--- config.mk ---
export PLATFORM = sky130hd
export DESIGN_NAME = l1_data_array_ctrl_flat
export DESIGN_NICKNAME = d
export VERILOG_FILES = /design/src/rtl/l1_data_array_ctrl_if.sv /design/src/rtl/l1_data_array_ctrl.sv /design/src/flat_wrapper.sv
export SDC_FILE = /design/constraint.sdc
export NUM_CORES = 1
export LEC_CHECK = 0
export CAP_MARGIN = 20
export CORE_AREA = 2 2 540 542
export CTS_CLUSTER_DIAMETER = 100
export DETAILED_ROUTE_END_ITERATION = 12
export DIE_AREA = 0 0 542 544
export PLACE_DENSITY = 0.3
export REMOVE_ABC_BUFFERS = 1
export SETUP_SLACK_MARGIN = 0.5
export SLEW_MARGIN = 20
export SYNTH_ARGS = -nofsm -noshare
export SYNTH_HDL_FRONTEND = slang
export SYNTH_SLANG_ARGS = --single-unit
--- constraint.sdc ---
create_clock -name clk -period 4.2 [get_ports clk]
set_input_delay 1.26 -clock clk [delete_from_list [all_inputs] [get_ports clk]]
set_output_delay 1.26 -clock clk [all_outputs]
set_load 0.05 [all_outputs]
--- src/rtl/l1_data_array_ctrl_if.sv ---
// Requester and SRAM-facing signal bundle for the L1 data-array controller.
// The slave modport is the controller; master is the requester/SRAM side.
interface l1_data_array_ctrl_if #(
  parameter int unsigned ADDR_WIDTH = 8,
  parameter int unsigned DATA_WIDTH = 256,
  parameter int unsigned NUM_WMASKS = 32
);
  logic                  fill_valid;
  logic                  fill_ready;
  logic [ADDR_WIDTH-1:0] fill_addr;
  logic [DATA_WIDTH-1:0] fill_data;
  logic                  st_valid;
  logic                  st_ready;
  logic [ADDR_WIDTH-1:0] st_addr;
  logic [DATA_WIDTH-1:0] st_data;
  logic [NUM_WMASKS-1:0] st_be;
  logic                  ld_valid;
  logic                  ld_ready;
  logic [ADDR_WIDTH-1:0] ld_addr;
  logic                  ld_rvalid;
  logic [DATA_WIDTH-1:0] ld_rdata;
  logic                  init_done;
  logic                  csb0;
  logic [NUM_WMASKS-1:0] wmask0;
  logic [ADDR_WIDTH-1:0] addr0;
  logic [DATA_WIDTH-1:0] din0;
  logic                  csb1;
  logic [ADDR_WIDTH-1:0] addr1;
  logic [DATA_WIDTH-1:0] dout1;

  modport slave (
    input  fill_valid, fill_addr, fill_data,
    input  st_valid, st_addr, st_data, st_be,
    input  ld_valid, ld_addr, dout1,
    output fill_ready, st_ready, ld_ready, ld_rvalid, ld_rdata, init_done,
    output csb0, wmask0, addr0, din0, csb1, addr1
  );

  modport master (
    output fill_valid, fill_addr, fill_data,
    output st_valid, st_addr, st_data, st_be,
    output ld_valid, ld_addr, dout1,
    input  fill_ready, st_ready, ld_ready, ld_rvalid, ld_rdata, init_done,
    input  csb0, wmask0, addr0, din0, csb1, addr1
  );
endinterface

--- src/rtl/l1_data_array_ctrl.sv ---
// L1 data-array controller: clears the SRAM after reset, then arbitrates fills
// and stores onto the write port and pipelines loads through the read port.
module l1_data_array_ctrl #(
  parameter int unsigned ADDR_WIDTH   = 8,
  parameter int unsigned DATA_WIDTH   = 256,
  parameter int unsigned NUM_WMASKS   = 32,
  parameter int unsigned STARVE_LIMIT = 4
) (
  input  logic                clk,
  input  logic                rst_n,
  l1_data_array_ctrl_if.slave bus
);

  localparam int unsigned STARVE_W = $clog2(STARVE_LIMIT + 1);

  typedef enum logic {ST_INIT, ST_RUN} state_e;

  state_e                state_q, state_d;
  logic [ADDR_WIDTH-1:0] cnt_q, cnt_d;
  logic [STARVE_W-1:0]   starve_q, starve_d;
  logic                  init_done_q, init_done_d;
  logic                  rd_pend_q, rd_pend_d;
  logic                  ld_rvalid_q, ld_rvalid_d;
  logic [DATA_WIDTH-1:0] ld_rdata_q, ld_rdata_d;

  logic                  run;
  logic                  fill_gnt;
  logic                  st_gnt;
  logic                  wr_en;
  logic [ADDR_WIDTH-1:0] wr_addr;
  logic                  ld_ok;
  logic                  ld_fire;

  always_comb begin
    state_d     = state_q;
    cnt_d       = cnt_q;
    starve_d    = starve_q;
    init_done_d = init_done_q;
    ld_rdata_d  = ld_rdata_q;

    run      = (state_q == ST_RUN);
    // A fill wins unless the waiting store has already lost STARVE_LIMIT times.
    fill_gnt = run && bus.fill_valid &&
               !(bus.st_valid && (starve_q == STARVE_W'(STARVE_LIMIT)));
    st_gnt   = run && bus.st_valid && !fill_gnt;
    wr_en    = fill_gnt || st_gnt;
    wr_addr  = fill_gnt ? bus.fill_addr : bus.st_addr;
    ld_ok    = run && !(wr_en && (wr_addr == bus.ld_addr));
    ld_fire  = ld_ok && bus.ld_valid;

    rd_pend_d   = ld_fire;
    ld_rvalid_d = rd_pend_q;
    if (rd_pend_q) ld_rdata_d = bus.dout1;

    bus.csb0   = 1'b1;
    bus.wmask0 = '0;
    bus.addr0  = '0;
    bus.din0   = '0;

    if (state_q == ST_INIT) begin
      bus.csb0   = 1'b0;
      bus.wmask0 = {NUM_WMASKS{1'b1}};
      bus.addr0  = cnt_q;
      cnt_d      = cnt_q + ADDR_WIDTH'(1);
      if (cnt_q == '1) begin
        state_d     = ST_RUN;
        init_done_d = 1'b1;
      end
    end else if (wr_en) begin
      bus.csb0   = 1'b0;
      bus.wmask0 = fill_gnt ? {NUM_WMASKS{1'b1}} : bus.st_be;
      bus.addr0  = wr_addr;
      bus.din0   = fill_gnt ? bus.fill_data : bus.st_data;
    end

    if (run) begin
      if (!bus.st_valid || st_gnt) starve_d = '0;
      else if (fill_gnt)           starve_d = starve_q + STARVE_W'(1);
    end

    bus.fill_ready = fill_gnt;
    bus.st_ready   = st_gnt;
    bus.ld_ready   = ld_ok;
    bus.csb1       = !ld_fire;
    bus.addr1      = bus.ld_addr;

    // Keep both SRAM ports and all handshakes quiet while reset is held.
    if (!rst_n) begin
      bus.csb0       = 1'b1;
      bus.csb1       = 1'b1;
      bus.fill_ready = 1'b0;
      bus.st_ready   = 1'b0;
      bus.ld_ready   = 1'b0;
    end
  end

  always_ff @(posedge clk or negedge rst_n) begin
    if (!rst_n) begin
      state_q     <= ST_INIT;
      cnt_q       <= '0;
      starve_q    <= '0;
      init_done_q <= 1'b0;
      rd_pend_q   <= 1'b0;
      ld_rvalid_q <= 1'b0;
      ld_rdata_q  <= '0;
    end else begin
      state_q     <= state_d;
      cnt_q       <= cnt_d;
      starve_q    <= starve_d;
      init_done_q <= init_done_d;
      rd_pend_q   <= rd_pend_d;
      ld_rvalid_q <= ld_rvalid_d;
      ld_rdata_q  <= ld_rdata_d;
    end
  end

  assign bus.init_done = init_done_q;
  assign bus.ld_rvalid = ld_rvalid_q;
  assign bus.ld_rdata  = ld_rdata_q;

endmodule

--- src/flat_wrapper.sv ---
// flat-port wrapper written by rule: the top's interface ports become plain ports
module l1_data_array_ctrl_flat 
#(
  parameter int unsigned ADDR_WIDTH   = 8,
  parameter int unsigned DATA_WIDTH   = 256,
  parameter int unsigned NUM_WMASKS   = 32,
  parameter int unsigned STARVE_LIMIT = 4
)
  (clk, rst_n, bus_fill_valid, bus_fill_addr, bus_fill_data, bus_st_valid, bus_st_addr, bus_st_data, bus_st_be, bus_ld_valid, bus_ld_addr, bus_dout1, bus_fill_ready, bus_st_ready, bus_ld_ready, bus_ld_rvalid, bus_ld_rdata, bus_init_done, bus_csb0, bus_wmask0, bus_addr0, bus_din0, bus_csb1, bus_addr1);
  l1_data_array_ctrl_if #(.ADDR_WIDTH(ADDR_WIDTH), .DATA_WIDTH(DATA_WIDTH), .NUM_WMASKS(NUM_WMASKS)) bus_i ();
  input  logic clk;
  input  logic rst_n;
  input wire logic [$bits(bus_i.fill_valid)-1:0] bus_fill_valid;
  input wire logic [$bits(bus_i.fill_addr)-1:0] bus_fill_addr;
  input wire logic [$bits(bus_i.fill_data)-1:0] bus_fill_data;
  input wire logic [$bits(bus_i.st_valid)-1:0] bus_st_valid;
  input wire logic [$bits(bus_i.st_addr)-1:0] bus_st_addr;
  input wire logic [$bits(bus_i.st_data)-1:0] bus_st_data;
  input wire logic [$bits(bus_i.st_be)-1:0] bus_st_be;
  input wire logic [$bits(bus_i.ld_valid)-1:0] bus_ld_valid;
  input wire logic [$bits(bus_i.ld_addr)-1:0] bus_ld_addr;
  input wire logic [$bits(bus_i.dout1)-1:0] bus_dout1;
  output wire logic [$bits(bus_i.fill_ready)-1:0] bus_fill_ready;
  output wire logic [$bits(bus_i.st_ready)-1:0] bus_st_ready;
  output wire logic [$bits(bus_i.ld_ready)-1:0] bus_ld_ready;
  output wire logic [$bits(bus_i.ld_rvalid)-1:0] bus_ld_rvalid;
  output wire logic [$bits(bus_i.ld_rdata)-1:0] bus_ld_rdata;
  output wire logic [$bits(bus_i.init_done)-1:0] bus_init_done;
  output wire logic [$bits(bus_i.csb0)-1:0] bus_csb0;
  output wire logic [$bits(bus_i.wmask0)-1:0] bus_wmask0;
  output wire logic [$bits(bus_i.addr0)-1:0] bus_addr0;
  output wire logic [$bits(bus_i.din0)-1:0] bus_din0;
  output wire logic [$bits(bus_i.csb1)-1:0] bus_csb1;
  output wire logic [$bits(bus_i.addr1)-1:0] bus_addr1;
  assign bus_i.fill_valid = bus_fill_valid;
  assign bus_i.fill_addr = bus_fill_addr;
  assign bus_i.fill_data = bus_fill_data;
  assign bus_i.st_valid = bus_st_valid;
  assign bus_i.st_addr = bus_st_addr;
  assign bus_i.st_data = bus_st_data;
  assign bus_i.st_be = bus_st_be;
  assign bus_i.ld_valid = bus_ld_valid;
  assign bus_i.ld_addr = bus_ld_addr;
  assign bus_i.dout1 = bus_dout1;
  assign bus_fill_ready = bus_i.fill_ready;
  assign bus_st_ready = bus_i.st_ready;
  assign bus_ld_ready = bus_i.ld_ready;
  assign bus_ld_rvalid = bus_i.ld_rvalid;
  assign bus_ld_rdata = bus_i.ld_rdata;
  assign bus_init_done = bus_i.init_done;
  assign bus_csb0 = bus_i.csb0;
  assign bus_wmask0 = bus_i.wmask0;
  assign bus_addr0 = bus_i.addr0;
  assign bus_din0 = bus_i.din0;
  assign bus_csb1 = bus_i.csb1;
  assign bus_addr1 = bus_i.addr1;
  l1_data_array_ctrl #(.ADDR_WIDTH(ADDR_WIDTH), .DATA_WIDTH(DATA_WIDTH), .NUM_WMASKS(NUM_WMASKS), .STARVE_LIMIT(STARVE_LIMIT)) u_core (.clk(clk), .rst_n(rst_n), .bus(bus_i));
endmodule
* Yosys cells after proc, flatten, opt, wreduce, memory -nomap -nowiden
Cells that the tools add are included.
Storage, ports and cells: output and inout bits 567, register bits after elaboration 271
Operators by class: bitwise gates (word level) 1, equality and inequality tests 3, add/sub/neg operators 2, reduce and logical (&&, ||, !) cells 18, mux-type cells 20
Operator list (count):
- 2-to-1 mux 256 bit | 3
- 2-to-1 mux 32 bit | 3
- 2-to-1 mux 8 bit | 3
- 2-to-1 mux 1 bit | 9
- adder 8 x 1 -> 8 bit, second input constant | 1
- == test 8 bit | 1
- == test 8 bit, second input constant | 1
- logical AND 1 bit | 8
- 2-to-1 mux 3 bit | 2
- zero test 1 bit | 5
- AND reduction 2 bit | 2
- adder 3 x 1 -> 3 bit, second input constant | 1
- == test 3 bit, second input constant | 1
- logical OR 1 bit | 2
- nonzero test 2 bit | 1
- NOT 1 bit | 1

* Depth between registers and ports, before layout
word-level depth 13, mapped depth 10, depth with buffers taken out 7

* Worst setup path before layout
OpenSTA, ideal clock, no wires.
path type input to output, start point input bus_fill_valid, end point output bus_addr0[0], arrival 3049 ps, data required time 2940 ps, stages on the path 8, path slack -109 ps, cell sequence nand2_1 a31oi_1 buf_6 buf_4 buf_4 buf_2 nand2_1 a31oi_1
On the way: longest elaborated chain between the ends 7, elaborated cells on any way between the ends 8, those cells by class mux (3); reduce/logical (5)
Ends and longest elaborated chain:
- start, declared | line flat_wrapper.sv:13 | input wire logic [$bits(bus_i.fill_valid)-1:0] bus_fill_valid;
- logical AND 1 bit (*) (2 in a row) | line l1_data_array_ctrl.sv:43 | fill_gnt = run && bus.fill_valid &&
- zero test 1 bit | line l1_data_array_ctrl.sv:45 | st_gnt = run && bus.st_valid && !fill_gnt;
- logical AND 1 bit | line l1_data_array_ctrl.sv:45
- logical OR 1 bit | line l1_data_array_ctrl.sv:46 | wr_en = fill_gnt || st_gnt;
- 2-to-1 mux 8 bit (*) | line l1_data_array_ctrl.sv:69 | end else if (wr_en) begin
- 2-to-1 mux 8 bit (*) | line l1_data_array_ctrl.sv:60 | if (state_q == ST_INIT) begin
- end, declared | line flat_wrapper.sv:31 | output wire logic [$bits(bus_i.addr0)-1:0] bus_addr0;
Every way passes the cells marked *; elsewhere a longest branch is shown, timed or not.

* Worst setup path after layout
start point input bus_st_valid, end point output bus_ld_ready
On the way: longest elaborated chain between the ends 10, elaborated cells on any way between the ends 13, those cells by class eq/ne (1); mux (2); reduce/logical (10)
Ends and longest elaborated chain:
- start, declared | line flat_wrapper.sv:16 | input wire logic [$bits(bus_i.st_valid)-1:0] bus_st_valid;
- branches (longest 6 deep; another with 2-to-1 mux 8 bit)
- logical AND 1 bit (*) | line l1_data_array_ctrl.sv:48 | ld_ok = run && !(wr_en && (wr_addr == bus.ld_addr));
- zero test 1 bit (*) | line l1_data_array_ctrl.sv:48
- logical AND 1 bit (*) | line l1_data_array_ctrl.sv:48
- 2-to-1 mux 1 bit (*) | line l1_data_array_ctrl.sv:88 | if (!rst_n) begin
- end, declared | line flat_wrapper.sv:25 | output wire logic [$bits(bus_i.ld_ready)-1:0] bus_ld_ready;
Mark *: on every way between the ends.

==> results.cfg <==
[route]
detail_route.wl_per_cell_um = 31.7
drt-initial-drc-count = 789
routed_wirelength_mm = 201
viasPerCell = 2.60
dr.pass1.iters = 5
drc = 0
dr_total_vias = 16500
antenna_left = 0

[cells_and_area]
mostFrequentLayoutCell = clkdlybuf4s50_1
layout_common_cells = clkdlybuf4s50_1, buf_12, dfrtp_1
fin_util = 0.130
final_nets = 3330
fill_cells = 32800
syn_to_final_growth_pct = 182
final_layout_size_suffix_gt1_frac = 0.325

[sta]
worst_pin_slew_ns = 1.03
setup_viol = 207
fin_crit_sh = 1.06
rsz0062_at_grt = yes
max_freq_ghz = 0.226
relSlewSlack = 0.311
min_period_ns = 4.43
report.final.slew_viol_count = 0
fin_ws_ns = -0.232
finClkSkew_ns = 0.0148
hold_viol_final = 0

[power_and_ir_drop]
p_total_mw = 7.09
ir_drop_v = 0.000202
powerDensity_mw_per_mm2 = 188
power_leakage_nw = 14.6

[setup_path]
end_kind = output pin
criticalPathCategory = primary input to output pin
cp-start-kind = primary input
crit_arrival_ns = 3.17
cp_max_fo = 5
worstPathRequired_ns = 2.94

[placed_design]
io_buffers = 1395
place.gp.congestion = 0.913
place_hpwl_mm = 179

[cts]
numCtsBuffers = 38
cts_tree = done
cts_max_path_buffers = 3
clockRootBuffer = clkbuf_16
h-tree-depth = 2
clock_latency_ns = 0.60
cts.sinks = 271
path_clk_slew_ns = 0.06
hold_buffers = 0

[floorplanning]
die_x_um = 542
core_region_area_mm2 = 0.289
rows = 198
start_util = 0.0461
die-area_mm2 = 0.295
die_h_um = 544
io_pins = 1396

[synth]
async_flop_share = 1.00
synth_seq_cells = 271
ys_warn_count = 0
syn_avg_cell_area_um2 = 12.9
ys.flop_type = dfrtp_1
synth.distinct_cells = 31
synth_edf_count = 0
syn_area_mm2 = 0.0133
yosysSeqAreaShare = 0.508
netlist_instances = 1035

[global_routing]
grt_pass1_vias = 17300
grt_max_degree = 77
grt_pass1_wl_mm = 240
antenna_found_initial = 174
grt-ovfl-total = 0
gr-usage-all-layers = 0.131

[run_status]
violations = setup timing
status = complete, but fails checks

[hold_path]
hold_class = register to register

[flow_run]
cap_violations = 0
[repair_timing]
item                                    4_1_cts  5_1_grt
resized for setup                            88       11
endpoints found under the hold margin         0        0
endpoints found under the setup margin      301      301
pin swaps                                     6        5
gates cloned                                 10        0
setup buffers                                19        1
[area by class of cell]
cell class              count  area, µm²  share of cell area
clock inverters            16        169             0.00448
multi-input cells         652       6340               0.168
clock buffers              48       1040              0.0276
inverters                   8       30.0            0.000797
flip-flops and latches    271       6790               0.180
diodes                     22       55.1             0.00146
repair buffers           1527      18500               0.491
well taps                3800       4750               0.126
[metal layers]
metal / GRT usage / up-vias / wire length [µm]
met2: 0.210 / 1249 / 90300
met3: 0.0873 / 365 / 30400
met5: 0 / - / 264
li1: - / 6883 / -
met1: 0.145 / 7964 / 76000
met4: 0.0195 / 40 / 4050
[per-stage QoR]
step                cells  hold slack (ns)  instance area, µm²  TNS [ns]  worst slack, ns
floorplan             931            0.444               12700  -5240.37           -15.94
global placement     6228            0.462               35400   -136.02           -0.830
detailed placement   6228            0.456               35400   -128.56           -0.785
CTS                  6321            0.470               37600    -32.86           -0.256
global route         6331            0.500               37600    -43.39           -0.322
finish               6344            0.467               37700    -26.11           -0.232
[power breakdown]
group          leakage (nW)  switching [mW]  internal (mW)  total [mW]
Combinational          10.2           0.397          0.718        1.12
Clock                 0.599            1.48           1.89        3.37
Sequential             3.76               0           2.61        2.61
[state kept, by name (all words and copies together), names as in the netlist]
signal and count:
u_core.cnt_q 8, u_core.ld_rvalid_d 1, u_core.bus.ld_rdata 256, u_core.bus.ld_rvalid 1
u_core.run 1, u_core.starve_q 3, u_core.bus.init_done 1
[synth_stat cells, types with 2 or more instances]
master	instances	share of area
dfrtp_1	271	0.51
mux2_2	257	0.22
a22o_1	256	0.17
nand2_1	75	0.021
clkbuf_1	52	0.015
buf_6	24	0.020
buf_2	17	0.0064
xnor2_1	15	0.0098
buf_4	10	0.0056
mux2i_1	9	0.0068
inv_1	8	0.0023
nand3_1	5	0.0019
a31oi_1	4	0.0019
o21ai_1	4	0.0015
o22ai_1	4	0.0019
ha_1	3	0.0028
nor2_1	3	0.00084
nor3_1	3	0.0011
and2_1	2	0.00094
o2bb2ai_1	2	0.0013
[cell families after synthesis]
family	Yosys count	synth area share
AO/OA/AOI/OAI	274	0.177
flip-flops	271	0.508
multiplexers	266	0.224
buffers and inverters	112	0.0494
AND/OR/NAND/NOR	94	0.0292
XOR/XNOR	15	0.00984
adder cells (fa/ha/maj)	3	0.00281
[path summary, 6_finish.rpt]
kind,end,start,depth (start not counted),slack (ns)
max in group asynchronous,u_core.bus.ld_rdata[155],rst_n,3,2.27
min in group asynchronous,u_core.starve_q[2],rst_n,1,0.57
hold reg to reg,u_core.bus.init_done,u_core.bus.init_done,2,0.47
setup reg to reg,u_core.ld_rvalid_d,u_core.starve_q[0],12,1.83
hold / removal,u_core.bus.init_done,u_core.bus.init_done,2,0.47
setup / recovery,bus_ld_ready,bus_st_valid,12,-0.23
[worst max-delay path: stages]
cell and delay [ns]:
buf_6 0.10, buf_12 0.13, a31oi_4 0.21, buf_6 0.13
buf_12 0.13, buf_4 0.14, mux2i_4 0.26, xnor2_2 0.10
nor2_2 0.23, a31oi_4 0.16, buf_6 0.16, buf_12 0.14
(Power assumes the default switching activity.)
==> RTL change 1 (same flow settings) <==
`ADDR_WIDTH` is set to 8 in 3 places; all go to 6.
--- a/src/rtl/l1_data_array_ctrl_if.sv
+++ b/src/rtl/l1_data_array_ctrl_if.sv
@@ -1,7 +1,7 @@
 // Requester and SRAM-facing signal bundle for the L1 data-array controller.
 // The slave modport is the controller; master is the requester/SRAM side.
 interface l1_data_array_ctrl_if #(
-  parameter int unsigned ADDR_WIDTH = 8,
+  parameter int unsigned ADDR_WIDTH = 6,
   parameter int unsigned DATA_WIDTH = 256,
   parameter int unsigned NUM_WMASKS = 32
 );
--- a/src/rtl/l1_data_array_ctrl.sv
+++ b/src/rtl/l1_data_array_ctrl.sv
@@ -1,7 +1,7 @@
 // L1 data-array controller: clears the SRAM after reset, then arbitrates fills
 // and stores onto the write port and pipelines loads through the read port.
 module l1_data_array_ctrl #(
-  parameter int unsigned ADDR_WIDTH   = 8,
+  parameter int unsigned ADDR_WIDTH   = 6,
   parameter int unsigned DATA_WIDTH   = 256,
   parameter int unsigned NUM_WMASKS   = 32,
   parameter int unsigned STARVE_LIMIT = 4
--- a/src/flat_wrapper.sv
+++ b/src/flat_wrapper.sv
@@ -1,7 +1,7 @@
 // flat-port wrapper written by rule: the top's interface ports become plain ports
 module l1_data_array_ctrl_flat 
 #(
-  parameter int unsigned ADDR_WIDTH   = 8,
+  parameter int unsigned ADDR_WIDTH   = 6,
   parameter int unsigned DATA_WIDTH   = 256,
   parameter int unsigned NUM_WMASKS   = 32,
   parameter int unsigned STARVE_LIMIT = 4
Interface: changed (5 resized); port bits go from 1396 to 1386. The function was not compared with the original's and may differ.
==> RTL change 1 against the unedited design <==
- the run still ends with negative setup slack left
- routed wire length down 8.8%
- sequential share of layout area down 1.0 points
- sequential cell count down 2
- worst setup slack better by 0.14 ns
- die area unchanged
- power up 1.8%
- synthesized area down 1.5%
- final area up 5.1%
- critical endpoint is now bus_csb1
- largest power group unchanged
==> RTL change 1: results (changes against the unedited design) <==
synth.distinct_cells: 37  # +19%
r2r_cells: 2  # -10
peakVddDrop_uv: 275  # +36%
place_area_sq_um: 34700  # -2.0%
n_fill_cell: 32510  # -0.73%
power.leakage_nw: 15.9  # +9.1%
cp.arrival_ns: 3.03  # -0.14 ns
maxSlewHeadroom: 0.295  # -0.0160
vias: 16393  # -0.65%
grt_first_pass_wirelength_microns: 208000  # -13%
ys_seq_area_frac: 0.512  # +0.00383
synth_area_leaders: "dfrtp_1, mux2_2, a22o_1"
antenna_found_initial: 141  # -19%
whs_path_depth: 1  # -1
r2r_end: "u_core.bus.ld_rdata[86]"
status: "finished with violations"
regToRegSetupSlack_ns: 2.08  # +0.25 ns
io_buffer_count: 1385  # -0.72%
skew_ns: 0.0138  # -0.000940 ns
drt_iter0_markers: 740  # -6.2%
synthTopCellsByCount: "dfrtp_1, mux2_2, a22o_1"
whs_ns: 0.487  # +0.0199 ns
nets: 3352  # +0.66%
viasPerCell: 2.57  # -1.1%
gp_congestion: 0.880  # -3.7%
clk_path_buf_depth: 3  # unchanged
wl_microns: 183000  # -8.8%
failed_checks: "negative setup slack"
worst_slack_ns: -0.0902  # +0.142 ns
grt_pass1_vias: 16619  # -3.9%
clock_latency_ns: 0.58  # -0.02 ns
r2r_start: "u_core.ld_rvalid_d"
first_pass_iters: 7  # +2
crit_path_max_fanout: 3  # -2
drive_above_1_share: 0.407  # +0.0819
final.setup.tns_ns: -1.92  # +24.19 ns
grt_max_degree: 66  # -14%
hp-class: "flip-flop to flip-flop"
dp.cells: 6208  # -0.32%
dpl.hpwl_microns: 155000  # -13%
dp_slack_ns: -0.660  # +0.125 ns
grt_use_total: 0.111  # -0.0197
syn-instance-count: 1042  # +0.68%
setup_viol: 79  # -62%
## RTL change 1: cell count changes after synthesis, sizes merged, moves of 4 or more
cell,unedited run,this run
xnor2,15,5
mux2i,9,2
nand3,5,12
o21ai,4,10
a21oi,0,5
a31oi,4,0
and3,1,5
inv,8,4
nand2b,0,4
o22ai,4,0
## RTL change 1: logic make-up after synthesis
| kind of cell | count (synthesis) | share of synthesized area |
|---|---|---|
| AO/OA/AOI/OAI | 281 | 0.183 |
| flip-flops | 269 | 0.512 |
| multiplexers | 259 | 0.222 |
| AND/OR/NAND/NOR | 116 | 0.0388 |
| buffers and inverters | 108 | 0.0379 |
| XOR/XNOR | 6 | 0.00400 |
| adder cells (fa/ha/maj) | 3 | 0.00286 |
## RTL change 1: per-layer routing
metal	global-route usage	wire length (microns)	up-vias
met3	0.0413	15800	337
met5	0	241	-
met4	0.0167	5640	26
met2	0.215	97600	1135
li1	-	-	6934
met1	0.114	63900	7961
## RTL change 1: worst max path at each step
stage,cells after the start,slack (ns),from,to
2_1_floorplan,6,-5.12,bus_st_valid,bus_ld_ready
3_3_place_gp,10,-0.83,bus_st_valid,bus_csb1
3_5_place_dp,10,-0.66,bus_st_valid,bus_csb1
4_1_cts,9,-0.11,bus_st_valid,bus_din0[155]
5_1_grt,10,-0.15,bus_st_valid,bus_csb1
6_report,9,-0.09,bus_st_addr[4],bus_csb1
## RTL change 1: critical path, cell delays in order
cell	delay, ns
clkdlybuf4s50_1	0.47
buf_6	0.13
o21ai_2	0.07
a21o_1	0.16
o211ai_1	0.14
a2111oi_4	0.09
buf_4	0.16
or3b_4	0.38
buf_12	0.16
## RTL change 1: final cells by class
class                           count  area [sq um]  area share
Antenna cell                       17          42.5     0.00107
Clock buffer                       47          1040      0.0264
Clock inverter                     22           274     0.00692
Inverter                            4          15.0    0.000379
Multi-Input combinational cell    665          7740       0.196
Sequential cell                   269          6740       0.170
Tap cell                         3800          4750       0.120
Timing Repair Buffer             1548         19000       0.480
## RTL change 1: timing repair
action / CTS / global route
resized for setup: 71 / 300
hold buffers: 0 / 0
endpoints found under the setup margin: 299 / 296
buffers inserted: 4 / 30
pin swaps: 30 / 174
cloned: 2 / 42
## RTL change 1: where the power goes
part	internal [mW]	total, mW	switching [mW]	leakage [nW]
Combinational	0.705	1.13	0.428	11.5
Sequential	2.59	2.59	0	3.73
Clock	2.09	3.50	1.40	0.656
Total	5.39	7.22	1.83	15.9
==> RTL change 2 (config.mk and constraints unchanged) <==
Without the edit above. Reset style: synchronous (`rst_n`), changed in one clocked block.
--- a/src/rtl/l1_data_array_ctrl.sv
+++ b/src/rtl/l1_data_array_ctrl.sv
@@ -94,7 +94,7 @@
     end
   end
 
-  always_ff @(posedge clk or negedge rst_n) begin
+  always_ff @(posedge clk) begin
     if (!rst_n) begin
       state_q     <= ST_INIT;
       cnt_q       <= '0;
Formal check against the unedited RTL: differs if rst_n is asserted again (counterexample within 4 cycles, from zero or initial values and one cycle with rst_n low); with rst_n held inactive, the same outputs for 10 cycles.
==> RTL change 2 against the unedited design <==
- non-clock buffer count increased by 130
- worst setup slack improved by 0.24 ns
- critical path depth decreased by 2
- synthesized area increased by 8.6%
- fmax increased by 5.6%
- final area increased by 20%
- critical endpoint is now bus_csb1
- power decreased by 0.61%
- sequential cell count unchanged
- routed wire length decreased by 17%
==> RTL change 2: results (changes against the unedited design) <==
dp.cells: 7032  # +13%
status: "complete, no violations"
dpl.hpwl_microns: 135000  # -25%
wl_met2_microns: 88700  # -1.8%
maxSlewHeadroom: 0.367  # +0.0558
hp-start: "u_core.bus.init_done"
synth_xor_area_frac: 0.00181  # -0.00803
nonClkBufAreaFrac: 0.473  # -0.0179
seq_share: 0.120  # -0.0603
min_to: "u_core.bus.init_done"
r2r_end: "u_core.starve_q[2]"
regToRegSetupSlack_ns: 1.90  # +0.07 ns
buffers: 1657  # +8.5%
synth_area_leaders: "dfxtp_1, mux2i_1, nand2_1"
cp.arrival_ns: 2.94  # -0.23 ns
whs_ns: 0.502  # +0.0349 ns
post_drt_wl_per_cell_microns: 23.0  # -27%
dp_slack_ns: -0.546  # +0.239 ns
crit_path_max_fanout: 4  # -1
drt_iter0_markers: 784  # -0.63%
drive_above_1_share: 0.343  # +0.0179
nClkBuffers: 52  # +8.3%
grt_pass1_vias: 20711  # +20%
crit_path_max_incr_delay_ns: 0.39  # +0.13 ns
area_growth_pct: 213
synth.distinct_cells: 40  # +29%
antenna_found_initial: 71  # -59%
ys_seq_area_frac: 0.374  # -0.134
peakVddDrop_uv: 260  # +29%
place_area_sq_um: 36600  # +3.5%
skew_ns: 0.0201  # +0.00536 ns
first_pass_iters: 4  # -1
vias: 20035  # +21%
nets: 4264  # +28%
diodes: 11  # -50%
nMultiInputCombCells: 1459  # +120%
grt_use_total: 0.105  # -0.0252
grt_first_pass_wirelength_microns: 208000  # -13%
syn-instance-count: 1897  # +83%
clockNetworkAreaShare: 0.0266  # -0.00549
n_fill_cell: 32413  # -1.0%
slowest_stage: "or3b_4"
inv_count: 5  # -3
-- RTL change 2: cell count changes after synthesis, moves of 32 or more --
cell / delta
nand2_1: +515
dfrtp_1: -271
dfxtp_1: +271
nor2b_1: +262
nand3_1: +259
mux2_2: -257
a22o_1: -256
mux2i_1: +249
clkbuf_1: +33
buf_2: +32
-- RTL change 2: metal layers --
metal  up-vias  global-route usage
met4         8              0.0234
met3       219              0.0344
li1       9337                   -
met1      9410               0.110
met2      1061               0.202
met5         -                   0
-- RTL change 2: worst max path at each step --
stage / to / cells after the start / from
2_1_floorplan: bus_wmask0[0] / 4 / bus_st_valid
3_3_place_gp: bus_csb1 / 8 / bus_fill_valid
3_5_place_dp: bus_csb1 / 8 / bus_fill_valid
4_1_cts: bus_csb1 / 8 / bus_fill_valid
5_1_grt: bus_csb1 / 10 / bus_st_valid
6_report: bus_csb1 / 10 / bus_fill_valid
-- RTL change 2: what timing repair did --
item | 4_1_cts | 5_1_grt
buffers inserted | 67 | 27
pin swaps | 85 | 170
gates resized for setup | 483 | 674
endpoints found under the setup margin | 300 | 298
hold endpoints to repair | 0 | 0
gates cloned | 41 | 25
-- RTL change 2: power breakdown --
part	total (mW)	leakage [nW]	internal, mW	switching, mW
logic	1.19	13.5	0.771	0.420
registers	2.57	2.18	2.57	0.00227
clock network	3.29	0.599	1.89	1.40
-- RTL change 2: kinds of logic after synthesis --
group | Yosys count
flip-flops | 271
multiplexers | 258
AND/OR/NAND/NOR | 1153
AO/OA/AOI/OAI | 41
XOR/XNOR | 3
adder cells (fa/ha/maj) | 3
buffers and inverters | 168
